[src/rtl/control_pipe_if.sv]
// ID/EX control-pipe bus: IF/ID-side inputs and EX-side control bundle.
// master drives the instruction side, slave is the control pipe.
interface control_pipe_if #(
  parameter int OPCODE_W = 5,
  parameter int DEPTH_W  = 4
);
  logic                in_valid;
  logic [OPCODE_W-1:0] opcode;
  logic                hazard;
  logic                hold;
  logic                flush;

  logic                ex_valid;
  logic                ex_branch;
  logic                ex_regwrite;
  logic                ex_memtoreg;
  logic                ex_memread;
  logic                ex_memwrite;
  logic                ex_alusrc;
  logic                ex_aluop;
  logic                ex_regdist;
  logic                ex_branchtype;
  logic                ex_push;
  logic                ex_pop;
  logic                ex_ret;
  logic                ex_jump;
  logic                stall_req;
  logic [DEPTH_W-1:0]  depth;
  logic                stack_ovf;
  logic                stack_unf;

  modport master (
    output in_valid, opcode, hazard, hold, flush,
    input  ex_valid, ex_branch, ex_regwrite,
    input  ex_memtoreg, ex_memread, ex_memwrite,
    input  ex_alusrc, ex_aluop, ex_regdist,
    input  ex_branchtype, ex_push, ex_pop,
    input  ex_ret, ex_jump, stall_req,
    input  depth, stack_ovf, stack_unf
  );

  modport slave (
    input  in_valid, opcode, hazard, hold, flush,
    output ex_valid, ex_branch, ex_regwrite,
    output ex_memtoreg, ex_memread, ex_memwrite,
    output ex_alusrc, ex_aluop, ex_regdist,
    output ex_branchtype, ex_push, ex_pop,
    output ex_ret, ex_jump, stall_req,
    output depth, stack_ovf, stack_unf
  );
endinterface

[src/rtl/control_pipe.sv]
// ID-stage control decode registered into ID/EX, with CALL/RET depth
// tracking and a RET bubble FSM that stalls fetch.
module control_pipe #(
  parameter int OPCODE_W    = 5,
  parameter int STACK_DEPTH = 8,
  parameter int RET_BUBBLES = 2,
  parameter int DEPTH_W     = $clog2(STACK_DEPTH+1)
) (
  input logic           clk,
  input logic           rst,
  control_pipe_if.slave bus
);

  localparam logic [OPCODE_W-1:0] OP_ART  = OPCODE_W'(0);
  localparam logic [OPCODE_W-1:0] OP_LOG  = OPCODE_W'(1);
  localparam logic [OPCODE_W-1:0] OP_JMP  = OPCODE_W'(2);
  localparam logic [OPCODE_W-1:0] OP_BQE  = OPCODE_W'(3);
  localparam logic [OPCODE_W-1:0] OP_BNE  = OPCODE_W'(4);
  localparam logic [OPCODE_W-1:0] OP_CALL = OPCODE_W'(5);
  localparam logic [OPCODE_W-1:0] OP_RET  = OPCODE_W'(6);
  localparam logic [OPCODE_W-1:0] OP_LD   = OPCODE_W'(7);
  localparam logic [OPCODE_W-1:0] OP_ST   = OPCODE_W'(8);
  localparam logic [OPCODE_W-1:0] OP_CRY  = OPCODE_W'(9);
  localparam logic [OPCODE_W-1:0] OP_IMM  = OPCODE_W'(10);

  localparam int WC_W =
    (RET_BUBBLES > 1) ? $clog2(RET_BUBBLES+1) : 1;
  localparam bit HAS_WAIT = (RET_BUBBLES > 0);
  localparam logic [DEPTH_W-1:0] DMAX =
    DEPTH_W'(STACK_DEPTH);

  typedef struct packed {
    logic branch;
    logic regwrite;
    logic memtoreg;
    logic memread;
    logic memwrite;
    logic alusrc;
    logic aluop;
    logic regdist;
    logic branchtype;
    logic push;
    logic pop;
    logic ret;
    logic jump;
  } ctrl_t;

  typedef enum logic {
    IDLE,
    RET_WAIT
  } state_t;

  ctrl_t             dec;
  ctrl_t             ex_q, ex_d;
  logic              valid_q, valid_d;
  logic [DEPTH_W-1:0] depth_q, depth_d;
  logic              ovf_q, ovf_d;
  logic              unf_q, unf_d;
  state_t            state_q, state_d;
  logic [WC_W-1:0]   wcnt_q, wcnt_d;

  logic accept;
  logic at_max;
  logic at_zero;
  logic call_sup;
  logic ret_sup;
  logic take;

  always_comb begin
    dec = '0;
    unique case (bus.opcode)
      OP_ART, OP_LOG: begin
        dec.regdist  = 1'b1;
        dec.regwrite = 1'b1;
      end
      OP_JMP: dec.jump = 1'b1;
      OP_BQE: dec.branch = 1'b1;
      OP_BNE: begin
        dec.branch     = 1'b1;
        dec.branchtype = 1'b1;
      end
      OP_CALL: begin
        dec.push = 1'b1;
        dec.jump = 1'b1;
      end
      OP_RET: begin
        dec.pop = 1'b1;
        dec.ret = 1'b1;
      end
      OP_LD: begin
        dec.memread  = 1'b1;
        dec.memtoreg = 1'b1;
        dec.regwrite = 1'b1;
        dec.alusrc   = 1'b1;
      end
      OP_ST: begin
        dec.memwrite = 1'b1;
        dec.alusrc   = 1'b1;
      end
      OP_CRY: dec.regwrite = 1'b1;
      OP_IMM: begin
        dec.regwrite = 1'b1;
        dec.alusrc   = 1'b1;
      end
      default: dec = '0;
    endcase
  end

  assign accept = bus.in_valid & ~bus.hazard &
                  ~bus.hold & ~bus.flush &
                  (state_q == IDLE);
  assign at_max   = (depth_q == DMAX);
  assign at_zero  = (depth_q == '0);
  assign call_sup = dec.push & at_max;
  assign ret_sup  = dec.pop & at_zero;
  assign take     = accept & ~call_sup & ~ret_sup;

  // flush outranks hold; a suppressed CALL/RET becomes a bubble
  always_comb begin
    ex_d    = ex_q;
    valid_d = valid_q;
    if (bus.flush) begin
      ex_d    = '0;
      valid_d = 1'b0;
    end else if (!bus.hold) begin
      ex_d    = take ? dec : '0;
      valid_d = take;
    end
  end

  always_comb begin
    depth_d = depth_q;
    ovf_d   = ovf_q | (accept & call_sup);
    unf_d   = unf_q | (accept & ret_sup);
    if (take && dec.push)
      depth_d = depth_q + 1'b1;
    else if (take && dec.pop)
      depth_d = depth_q - 1'b1;
  end

  always_comb begin
    state_d = state_q;
    wcnt_d  = wcnt_q;
    unique case (state_q)
      IDLE: begin
        if (HAS_WAIT && take && dec.pop) begin
          state_d = RET_WAIT;
          wcnt_d  = WC_W'(RET_BUBBLES);
        end
      end
      RET_WAIT: begin
        wcnt_d = wcnt_q - 1'b1;
        if (bus.flush || wcnt_q == WC_W'(1)) begin
          state_d = IDLE;
          wcnt_d  = '0;
        end
      end
      default: begin
        state_d = IDLE;
        wcnt_d  = '0;
      end
    endcase
  end

  always_ff @(posedge clk) begin
    if (rst) begin
      ex_q    <= '0;
      valid_q <= 1'b0;
      depth_q <= '0;
      ovf_q   <= 1'b0;
      unf_q   <= 1'b0;
      state_q <= IDLE;
      wcnt_q  <= '0;
    end else begin
      ex_q    <= ex_d;
      valid_q <= valid_d;
      depth_q <= depth_d;
      ovf_q   <= ovf_d;
      unf_q   <= unf_d;
      state_q <= state_d;
      wcnt_q  <= wcnt_d;
    end
  end

  assign bus.ex_valid      = valid_q;
  assign bus.ex_branch     = ex_q.branch;
  assign bus.ex_regwrite   = ex_q.regwrite;
  assign bus.ex_memtoreg   = ex_q.memtoreg;
  assign bus.ex_memread    = ex_q.memread;
  assign bus.ex_memwrite   = ex_q.memwrite;
  assign bus.ex_alusrc     = ex_q.alusrc;
  assign bus.ex_aluop      = ex_q.aluop;
  assign bus.ex_regdist    = ex_q.regdist;
  assign bus.ex_branchtype = ex_q.branchtype;
  assign bus.ex_push       = ex_q.push;
  assign bus.ex_pop        = ex_q.pop;
  assign bus.ex_ret        = ex_q.ret;
  assign bus.ex_jump       = ex_q.jump;
  assign bus.stall_req     = (state_q == RET_WAIT);
  assign bus.depth         = depth_q;
  assign bus.stack_ovf     = ovf_q;
  assign bus.stack_unf     = unf_q;

endmodule

[src/flat_wrapper.sv]
// flat-port wrapper written by rule: the top's interface ports become plain ports
module control_pipe_flat 
#(
  parameter int OPCODE_W    = 5,
  parameter int STACK_DEPTH = 8,
  parameter int RET_BUBBLES = 2,
  parameter int DEPTH_W     = $clog2(STACK_DEPTH+1)
)
  (clk, rst, bus_in_valid, bus_opcode, bus_hazard, bus_hold, bus_flush, bus_ex_valid, bus_ex_branch, bus_ex_regwrite, bus_ex_memtoreg, bus_ex_memread, bus_ex_memwrite, bus_ex_alusrc, bus_ex_aluop, bus_ex_regdist, bus_ex_branchtype, bus_ex_push, bus_ex_pop, bus_ex_ret, bus_ex_jump, bus_stall_req, bus_depth, bus_stack_ovf, bus_stack_unf);
  control_pipe_if #(.OPCODE_W(OPCODE_W), .DEPTH_W(DEPTH_W)) bus_i ();
  input logic clk;
  input logic rst;
  input wire logic [$bits(bus_i.in_valid)-1:0] bus_in_valid;
  input wire logic [$bits(bus_i.opcode)-1:0] bus_opcode;
  input wire logic [$bits(bus_i.hazard)-1:0] bus_hazard;
  input wire logic [$bits(bus_i.hold)-1:0] bus_hold;
  input wire logic [$bits(bus_i.flush)-1:0] bus_flush;
  output wire logic [$bits(bus_i.ex_valid)-1:0] bus_ex_valid;
  output wire logic [$bits(bus_i.ex_branch)-1:0] bus_ex_branch;
  output wire logic [$bits(bus_i.ex_regwrite)-1:0] bus_ex_regwrite;
  output wire logic [$bits(bus_i.ex_memtoreg)-1:0] bus_ex_memtoreg;
  output wire logic [$bits(bus_i.ex_memread)-1:0] bus_ex_memread;
  output wire logic [$bits(bus_i.ex_memwrite)-1:0] bus_ex_memwrite;
  output wire logic [$bits(bus_i.ex_alusrc)-1:0] bus_ex_alusrc;
  output wire logic [$bits(bus_i.ex_aluop)-1:0] bus_ex_aluop;
  output wire logic [$bits(bus_i.ex_regdist)-1:0] bus_ex_regdist;
  output wire logic [$bits(bus_i.ex_branchtype)-1:0] bus_ex_branchtype;
  output wire logic [$bits(bus_i.ex_push)-1:0] bus_ex_push;
  output wire logic [$bits(bus_i.ex_pop)-1:0] bus_ex_pop;
  output wire logic [$bits(bus_i.ex_ret)-1:0] bus_ex_ret;
  output wire logic [$bits(bus_i.ex_jump)-1:0] bus_ex_jump;
  output wire logic [$bits(bus_i.stall_req)-1:0] bus_stall_req;
  output wire logic [$bits(bus_i.depth)-1:0] bus_depth;
  output wire logic [$bits(bus_i.stack_ovf)-1:0] bus_stack_ovf;
  output wire logic [$bits(bus_i.stack_unf)-1:0] bus_stack_unf;
  assign bus_i.in_valid = bus_in_valid;
  assign bus_i.opcode = bus_opcode;
  assign bus_i.hazard = bus_hazard;
  assign bus_i.hold = bus_hold;
  assign bus_i.flush = bus_flush;
  assign bus_ex_valid = bus_i.ex_valid;
  assign bus_ex_branch = bus_i.ex_branch;
  assign bus_ex_regwrite = bus_i.ex_regwrite;
  assign bus_ex_memtoreg = bus_i.ex_memtoreg;
  assign bus_ex_memread = bus_i.ex_memread;
  assign bus_ex_memwrite = bus_i.ex_memwrite;
  assign bus_ex_alusrc = bus_i.ex_alusrc;
  assign bus_ex_aluop = bus_i.ex_aluop;
  assign bus_ex_regdist = bus_i.ex_regdist;
  assign bus_ex_branchtype = bus_i.ex_branchtype;
  assign bus_ex_push = bus_i.ex_push;
  assign bus_ex_pop = bus_i.ex_pop;
  assign bus_ex_ret = bus_i.ex_ret;
  assign bus_ex_jump = bus_i.ex_jump;
  assign bus_stall_req = bus_i.stall_req;
  assign bus_depth = bus_i.depth;
  assign bus_stack_ovf = bus_i.stack_ovf;
  assign bus_stack_unf = bus_i.stack_unf;
  control_pipe #(.OPCODE_W(OPCODE_W), .STACK_DEPTH(STACK_DEPTH), .RET_BUBBLES(RET_BUBBLES), .DEPTH_W(DEPTH_W)) u_core (.clk(clk), .rst(rst), .bus(bus_i));
endmodule
[config.mk]
export PLATFORM = sky130hd
export DESIGN_NAME = control_pipe_flat
export DESIGN_NICKNAME = d
export VERILOG_FILES = /design/src/rtl/control_pipe_if.sv /design/src/rtl/control_pipe.sv /design/src/flat_wrapper.sv
export SDC_FILE = /design/constraint.sdc
export NUM_CORES = 1
export LEC_CHECK = 0
export ABC_AREA = 1
export ABC_CLOCK_PERIOD_IN_PS = 1800
export BUFFER_PORTS_ARGS = -buffer_cell sky130_fd_sc_hd__buf_2
export CAP_MARGIN = 20
export CELL_PAD_IN_SITES_DETAIL_PLACEMENT = 1
export CELL_PAD_IN_SITES_GLOBAL_PLACEMENT = 2
export CORE_ASPECT_RATIO = 2
export CORE_MARGIN = 2
export CORE_UTILIZATION = 25
export CTS_CLUSTER_DIAMETER = 120
export CTS_CLUSTER_SIZE = 30
export DETAILED_ROUTE_END_ITERATION = 8
export PLACE_DENSITY_LB_ADDON = 0.1
export REMOVE_ABC_BUFFERS = 1
export SETUP_SLACK_MARGIN = 0.02
export SYNTH_ARGS = -nofsm -noshare
export SYNTH_HDL_FRONTEND = slang
export SYNTH_SLANG_ARGS = --single-unit
[constraint.sdc]
create_clock -name clk -period 1.8 [get_ports clk]
set_input_delay 0.45 -clock clk [delete_from_list [all_inputs] [get_ports clk]]
set_output_delay 0.45 -clock clk [all_outputs]
set_load 0.1 [all_outputs]
Yosys cells after proc, flatten, opt, wreduce, memory -nomap -nowiden:

Index checks and enable logic that the tools add are counted.

* register bits: 23
* bits of input ports: 11
* word-level logic and storage cells: 84

* add/subtract/negate cells: 3
* equality and inequality tests: 13
* multiplexer cells: 19
* bitwise logic cells: 18
* reduce and logical (&&, ||, !) cells: 12

Operators with widths (count)
* $eq A5 B3 Y1 const B: 4
* $eq A5 B4 Y1 const B: 3
* $mux W13: 1
* $and A1 B1 Y1: 10
* $eq A5 B2 Y1 const B: 2
* $mux W1: 10
* $mux W2: 4
* $mux W4: 2
* $reduce_or A2 Y1: 4
* $not A1 Y1: 6
* $eq A5 B1 Y1 const B: 1
* $logic_not A5 Y1: 1
* $reduce_or A5 Y1: 1
* $add A4 B1 Y4 const B: 1
* $eq A4 B4 Y1 const B: 1
* $logic_not A4 Y1: 1
* $pmux W2 S2: 1
* $sub A4 B1 Y4 const B: 1
* $reduce_or A3 Y1: 1
* $eq A2 B1 Y1 const B: 1
* $logic_and A1 B1 Y1: 2
* $ne A2 B2 Y1 const B: 1
* $or A1 B1 Y1: 2
* $pmux W1 S2: 1
* other kinds (3): 3

Depth between registers and ports, before layout:

Gate-level depths: netlist of run 1.

* word-level depth: 10
* mapped depth: 13
* gate-level depth less buffers: 13

Worst setup path after synthesis of run 1:

No wires, ideal clock.

* kind: flip-flop to flip-flop
* from: register u_core.depth_q[1] (netlist: u_core.bus.depth[1])
* to: register u_core.depth_q[3] (netlist: u_core.bus.depth[3])
* arrival time: 2.399 ns
* path slack: -0.714 ns
* stages on the path, launching flop included: 13
* path buffers: 0
* cells stage by stage: dfxtp_1 -> inv_1 -> nand2_1 -> nor2_2 -> inv_1 -> nand4_4 -> ha_1 -> a21oi_1 -> nand2_1 -> nand2_1 -> nand3_2 -> nor2_1 -> nor2_2

* word-level cells in the longest chain between the ends: 7
* elaborated cells between the ends (all ways): 15
* those cells by class: 2 x add/sub; 1 x eq/ne; 2 x mux; 6 x bitwise; 4 x reduce/logical

RTL lines
* start, declared: RTL line control_pipe.sv:56 `logic [DEPTH_W-1:0] depth_q, depth_d;`
* start signal, assigned: RTL line control_pipe.sv:177 `depth_q <= depth_d;`
* $eq A4 B4 Y1: RTL line control_pipe.sv:112 `assign at_max = (depth_q == DMAX);`
* $and A1 B1 Y1: RTL line control_pipe.sv:114 `assign call_sup = dec.push & at_max;`
* $not A1 Y1: RTL line control_pipe.sv:116 `assign take = accept & ~call_sup & ~ret_sup;`
* $and A1 B1 Y1 (2 in series): RTL line control_pipe.sv:116
* $logic_and A1 B1 Y1, on equally long branches: RTL line control_pipe.sv:135, control_pipe.sv:137
* $mux W4 / $reduce_bool A2 Y1 (equally long branches)

Parallel ways exist; a longest one is shown, timed or not. The select of a mux whose other input is x is not followed.
A chain may end at the register's enable or synchronous reset.

Worst setup path after layout of run 1:

* from: input bus_opcode[4]
* to: register u_core.depth_q[3] (netlist: u_core.bus.depth[3])

* word-level cells in the longest chain between the ends: 8
* elaborated cells between the ends (all ways): 14
* those cells by class: 2 x eq/ne; 3 x mux; 6 x bitwise; 3 x reduce/logical

RTL lines
* start, declared: RTL line flat_wrapper.sv:14 `input wire logic [$bits(bus_i.opcode)-1:0] bus_opcode;`
* $eq A5 B3 Y1: RTL line control_pipe.sv:71 `unique case (bus.opcode)`
* $mux W1: RTL line control_pipe.sv:71
* $and A1 B1 Y1: RTL line control_pipe.sv:114
* $not A1 Y1: RTL line control_pipe.sv:116
* $and A1 B1 Y1 (2 in series): RTL line control_pipe.sv:116
* $logic_and A1 B1 Y1, on equally long branches: RTL line control_pipe.sv:135, control_pipe.sv:137
* $mux W4 / $reduce_bool A2 Y1 (equally long branches)

Parallel ways exist; a longest one is shown, timed or not.

==> results.json, run 1 <==
{
  "cts_root_buf": "clkbuf_8",
  "drive_above_1_share_pct": 47.9,
  "post_drt_wl_per_cell_um": 13.1,
  "cp_cell_sequence": "buf_6, nor2_4, nand2_4, nor2_4, nand2_4, nand4_4, ha_4, a21oi_4, nand2_1, nand2_1, nand3_2, nand2_1, nand2_1, nor2_2",
  "core_mm2": 0.00430,
  "top_layer": "met4",
  "cts_tree": "yes",
  "fill_cells": 552,
  "viasPerCell": 4.39,
  "clk_path_buf_depth": 2,
  "wl_met2_mm": 1.99,
  "ir_drop_mv": 0.382,
  "syn_area_mm2": 0.00111,
  "setup_viol": 0,
  "synth_area_leaders": "dfxtp_1 36%, nand2_1 10%, a21oi_1 6.8%",
  "initial_core_util_pct": 25.9,
  "slowest_stage": "ha_4",
  "outcome": "finished clean",
  "crit_family": "simple AND/OR/NAND/NOR gates",
  "routed_wl_mm": 3.20,
  "synth_top_area_share_pct": 36.0,
  "path_depth": 14,
  "cts_made_buffers": 3,
  "antenna_found_initial": 0,
  "hpwl_mm": 2.63,
  "end_kind": "flop",
  "ff2ff_path_depth": 13,
  "clk_pin_slew_worst_paths_ns": 0.09,
  "crit_top_cell": "nand2_1",
  "fp.dieH_um": 98.3,
  "cts_num_sinks": 20,
  "fin_crit_sh_pct": 95.4,
  "crit_path_start": "bus_opcode[4]",
  "via_count": 1071,
  "place_ws_ns": -0.309,
  "slew_viol_final": 0,
  "die_w_um": 51.1,
  "port-buffer-count": 30,
  "most-common-layout-cells": "28 x nand2_1, 28 x buf_2, 23 x buf_4, 16 x dfxtp_1, 14 x a21oi_1",
  "start_kind": "input pin",
  "p_leak_nw": 0.775,
  "worstReg2RegEnd": "u_core.bus.depth[3]",
  "worstPathArrival_ns": 1.92,
  "wl_met3_um": 97,
  "crit_required_ns": 2.01,
  "rsz0062_at_grt": "true",
  "path_class": "in2reg",
  "yosysWarnings": 0,
  "regArea_um2": 405,
  "avgSynthCellArea_um2": 8.05,
  "netlist_instances": 138,
  "maxCapViolCount": 0,
  "largest_reg_flops": 4,
  "first_pass_iters": 4,
  "htree_levels": 1,
  "multi_input_area_um2": 659,
  "area_growth_pct": 43.9,
  "placementRows": 34,
  "path_max_fanout": 5,
  "worstReg2RegStart": "u_core.bus.depth[2]",
  "gp_congestion": 0.767,
  "fin_worst_skew_ns": 0.00820,
  "antenna_left": 0,
  "holdCritPathClass": "reg2reg",
  "yosysSeqAreaShare_pct": 36.0,
  "finalNetCount": 206,
  "grt.total_usage_pct": 13.8,
  "layout_min_cycle_time_ns": 1.72,
  "n_antenna_cell": 0,
  "yosys.cell_types.count": 28,
  "cp_slowest_stage_delay_ns": 0.23,
  "crit_path_end": "u_core.bus.depth[3]",
  "ctsHoldBuffers": 0,
  "grt_max_degree": 13,
  "insertion_delay_ns": 0.26,
  "synth_largest_area_cell": "dfxtp_1",
  "overflow": 0,
  "pin_count": 32,
  "drtIter0Drc": 6,
  "grt_pass1_wl_mm": 5.17,
  "grt_pass1_vias": 1137,
  "drc": 0,
  "p_per_area_mw_per_mm2": 631,
  "rrSetupSlack_ns": 0.11,
  "yosys_register_bits": 20,
  "setup_ws_ns": 0.0829,
  "dieArea_mm2": 0.00503,
  "wl_met1_mm": 1.07,
  "hold_slack_ns": 0.462,
  "fmax_mhz": 582,
  "hold_viol": 0,
  "critPathBufInv": 1
}
## synthesized netlist by cell type
cell type,number
o21ai_0,3
clkbuf_1,2
nand2_4,5
a21boi_1,1
nand4_4,2
inv_2,4
nand3_2,2
nand4_1,1
nand3_1,6
a211oi_1,1
nand2_2,1
nor2_8,2
a31oi_1,5
nor3_1,2
inv_1,12
nor2_1,7
buf_4,3
fa_1,1
ha_1,3
o21ai_1,1
xnor2_1,1
nand2_1,30
nor2_2,3
nor2_4,3
a21oi_1,15
or2_2,1
dfxtp_1,20
conb_1,1
## worst min-delay path: cells and delay by family, from the launching register on
family	cells	cell delay, ns
flops	1	0.32
compound gates	1	0.05
simple gates	1	0.05
## metal layers
layer / global-route usage (%) / vias to the layer above
li1: - / 549
met1: 11.6 / 501
met2: 29.5 / 19
met3: 1.68 / 2
met4: 4.99 / 0
met5: 0 / -
## where the power goes
group	total (mW)	switching [mW]	internal, mW	leakage [nW]
Clock	0.460	0.164	0.297	0.0357
Sequential	0.443	0.000373	0.443	0.163
Combinational	0.105	0.0676	0.0374	0.577
## logic make-up (layout without fill, tap and decap cells)
group                      after synthesis  in the layout  share of synthesized area (%)
AOI/OAI and AO/OA                       26             26                           12.7
xor gates and xnor gates                 1              1                          0.788
adders and majority gates                4              4                           5.18
buffers and inverters                   21             73                           8.11
DFF                                     20             20                           36.0
other                                    1              1                          0.338
and+or+nand+nor                         65             65                           36.8
## metrics by stage
| step | utilization (%) | power, mW | cell area [um2] | setup TNS [ns] | instances |
|---|---|---|---|---|---|
| 2_1_floorplan | - | 0.507 | 1080 | -3.17 | 133 |
| 3_3_place_gp | 33.9 | 0.553 | 1460 | -0.528 | 238 |
| 3_5_place_dp | 33.9 | 0.555 | 1460 | -0.610 | 238 |
| 4_1_cts | 36.0 | 1.03 | 1550 | 0 | 242 |
| 5_1_grt | 37.2 | 1.06 | 1600 | -0.0344 | 244 |
| 6_report | 37.2 | 1.01 | 1600 | 0 | 244 |
## layout make-up
class / count / area share, %
clock inverter: 1 / 1.88
timing repair buffer: 53 / 21.0
tap: 54 / 4.23
sequential: 20 / 25.4
inverter: 16 / 3.76
clock buffer: 3 / 2.58
multi-input combinational: 97 / 41.2
## how the worst min path moves through the flow
stage                                 from                      to  slack, ns  depth (start not counted)
finish              u_core.bus.ex_memwrite  u_core.bus.ex_memwrite       0.46                          2
floorplan                 u_core.wcnt_q[1]        u_core.wcnt_q[1]       0.44                          2
CTS                 u_core.bus.ex_memwrite  u_core.bus.ex_memwrite       0.46                          2
global placement    u_core.bus.ex_memwrite  u_core.bus.ex_memwrite       0.44                          2
global route                           rst    u_core.bus.stall_req       0.48                          2
detailed placement  u_core.bus.ex_memwrite  u_core.bus.ex_memwrite       0.45                          2
## repair_timing
action | 4_1_cts | 5_1_grt
buffers inserted | 0 | 2
gates resized for setup | 3 | 14
hold endpoints to repair | 0 | 0
pin swaps | 0 | 11
setup endpoints to repair | 1 | 3
Note: power is estimated with default switching activity, not from simulation.
==> run 2, diff against run 1 <==
--- a/config.mk
+++ b/config.mk
@@ -17,9 +17,12 @@
 export CTS_CLUSTER_DIAMETER = 120
 export CTS_CLUSTER_SIZE = 30
 export DETAILED_ROUTE_END_ITERATION = 8
+export MAX_ROUTING_LAYER = met4
 export PLACE_DENSITY_LB_ADDON = 0.1
 export REMOVE_ABC_BUFFERS = 1
 export SETUP_SLACK_MARGIN = 0.02
+export SKIP_LAST_GASP = 1
+export SLEW_MARGIN = 20
 export SYNTH_ARGS = -nofsm -noshare
 export SYNTH_HDL_FRONTEND = slang
 export SYNTH_SLANG_ARGS = --single-unit
==> results.json, run 2 (synthesis gave the netlist of run 1 again) <==
{
  "drc": 0,
  "layout_min_cycle_time_ns": 1.72,
  "grt.total_usage_pct": 14.2,
  "top_layer": "met4",
  "wl_met3_um": 84,
  "most-common-layout-cells": "28 x nand2_1, 28 x buf_2, 23 x buf_4, 16 x dfxtp_1, 14 x a21oi_1",
  "multi_input_area_um2": 659,
  "hold_slack_ns": 0.462,
  "crit_required_ns": 2.01,
  "ir_drop_mv": 0.382,
  "fin_worst_skew_ns": 0.00820,
  "hold_viol": 0,
  "insertion_delay_ns": 0.26,
  "port-buffer-count": 30,
  "finalNetCount": 206,
  "maxCapViolCount": 0,
  "rrSetupSlack_ns": 0.11,
  "fin_crit_sh_pct": 95.4,
  "cts_tree": "yes",
  "start_kind": "input pin",
  "dpl_cell_area_mm2": 0.00146,
  "grt_max_degree": 13,
  "via_count": 1071,
  "crit_top_cell": "nand2_1",
  "clk_pin_slew_worst_paths_ns": 0.09,
  "cts_num_sinks": 20,
  "fill_cells": 552,
  "grt_pass1_vias": 1137,
  "overflow": 0,
  "antenna_found_initial": 0,
  "n_antenna_cell": 0,
  "rsz0062_at_grt": "true",
  "antenna_left": 0,
  "placementRows": 34,
  "initial_core_util_pct": 25.9,
  "slowest_stage": "ha_4",
  "path_max_fanout": 5,
  "fmax_mhz": 582,
  "largest_reg_flops": 4,
  "post_drt_wl_per_cell_um": 13.1,
  "wl_met1_mm": 1.09,
  "pin_count": 32,
  "end_kind": "flop",
  "routed_wl_mm": 3.20,
  "path_class": "in2reg",
  "slew_viol_final": 0,
  "area_growth_pct": 43.9,
  "clk_path_buf_depth": 2,
  "dieArea_mm2": 0.00503,
  "holdPathStages": 2,
  "setup_viol": 0,
  "viasPerCell": 4.39,
  "cts_root_buf": "clkbuf_8",
  "fp.dieH_um": 98.3,
  "core_mm2": 0.00430,
  "p_per_area_mw_per_mm2": 631,
  "first_pass_iters": 4,
  "ctsHoldBuffers": 0,
  "stdcell_area_mm2": 0.00160,
  "critPathBufInv": 1,
  "worstPathArrival_ns": 1.92,
  "outcome": "finished clean",
  "hpwl_mm": 2.63,
  "path_depth": 14,
  "wl_met2_mm": 2.00,
  "p_leak_nw": 0.775,
  "ff2ff_path_depth": 13,
  "cp_slowest_stage_delay_ns": 0.23,
  "die_w_um": 51.1,
  "crit_family": "simple AND/OR/NAND/NOR gates",
  "cp_cell_sequence": "buf_6, nor2_4, nand2_4, nor2_4, nand2_4, nand4_4, ha_4, a21oi_4, nand2_1, nand2_1, nand3_2, nand2_1, nand2_1, nor2_2",
  "htree_levels": 1,
  "grt_pass1_wl_mm": 5.17,
  "drive_above_1_share_pct": 47.9,
  "holdCritPathClass": "reg2reg",
  "cts_made_buffers": 3,
  "drtIter0Drc": 6,
  "gp_congestion": 0.777,
  "regArea_um2": 405
}
## run 2: cell counts in the layout (fill, tap and decap cells not counted)
Identical to the previous run, type by type.
## run 2: final timing paths
path / from / end
worst max-delay path: bus_opcode[4] / u_core.bus.depth[3]
worst min register to register: u_core.bus.ex_memwrite / u_core.bus.ex_memwrite
worst max register to register: u_core.bus.depth[2] / u_core.bus.depth[3]
worst min-delay path: u_core.bus.ex_memwrite / u_core.bus.ex_memwrite
## run 2: worst register-to-register path: stages, from the launching register on
cell and delay, ns:
dfxtp_2 0.34, inv_1 0.05, nand2_1 0.11, nor2_4 0.05, nand2_4 0.08, nand4_4 0.15, ha_4 0.29, a21oi_4 0.13
nand2_1 0.06, nand2_1 0.07, nand3_2 0.09, nand2_1 0.07, nand2_1 0.06, nor2_2 0.09
## run 2: final cells by class
type | count | area share (%)
Timing Repair Buffer | 53 | 21.0
Clock buffer | 3 | 2.58
Tap cell | 54 | 4.23
Multi-Input combinational cell | 97 | 41.2
Clock inverter | 1 | 1.88
Sequential cell | 20 | 25.4
Inverter | 16 | 3.76
## run 2: timing repair
| item | CTS | global route |
|---|---|---|
| setup buffers | 0 | 2 |
| endpoints found under the setup margin | 1 | 3 |
| pin swaps | 0 | 11 |
| resized for setup | 3 | 14 |
| gates cloned | 0 | 0 |
## run 2: layer usage
metal,global-route usage (%),vias to the layer above
li1,-,549
met1,11.8,501
met2,29.5,19
met3,1.38,2
met4,4.99,0
met5,-,-
## run 2: report_power, final
| group | internal (mW) | leakage [nW] | switching, mW |
|---|---|---|---|
| Clock | 0.297 | 0.0357 | 0.164 |
| Combinational | 0.0374 | 0.577 | 0.0676 |
| Sequential | 0.443 | 0.163 | 0.000374 |
| Total | 0.777 | 0.775 | 0.231 |
## run 2: metrics by stage
| step | setup WS, ns | util (%) | setup TNS (ns) | cells | total power [mW] |
|---|---|---|---|---|---|
| 2_1_floorplan | -0.714 | - | -3.17 | 133 | 0.507 |
| 3_3_place_gp | -0.265 | 33.9 | -0.528 | 238 | 0.553 |
| 3_5_place_dp | -0.309 | 33.9 | -0.610 | 238 | 0.555 |
| 4_1_cts | 0.0755 | 36.0 | 0 | 242 | 1.03 |
| 5_1_grt | -0.0344 | 37.2 | -0.0344 | 244 | 1.06 |
| 6_report | 0.0829 | 37.2 | 0 | 244 | 1.01 |
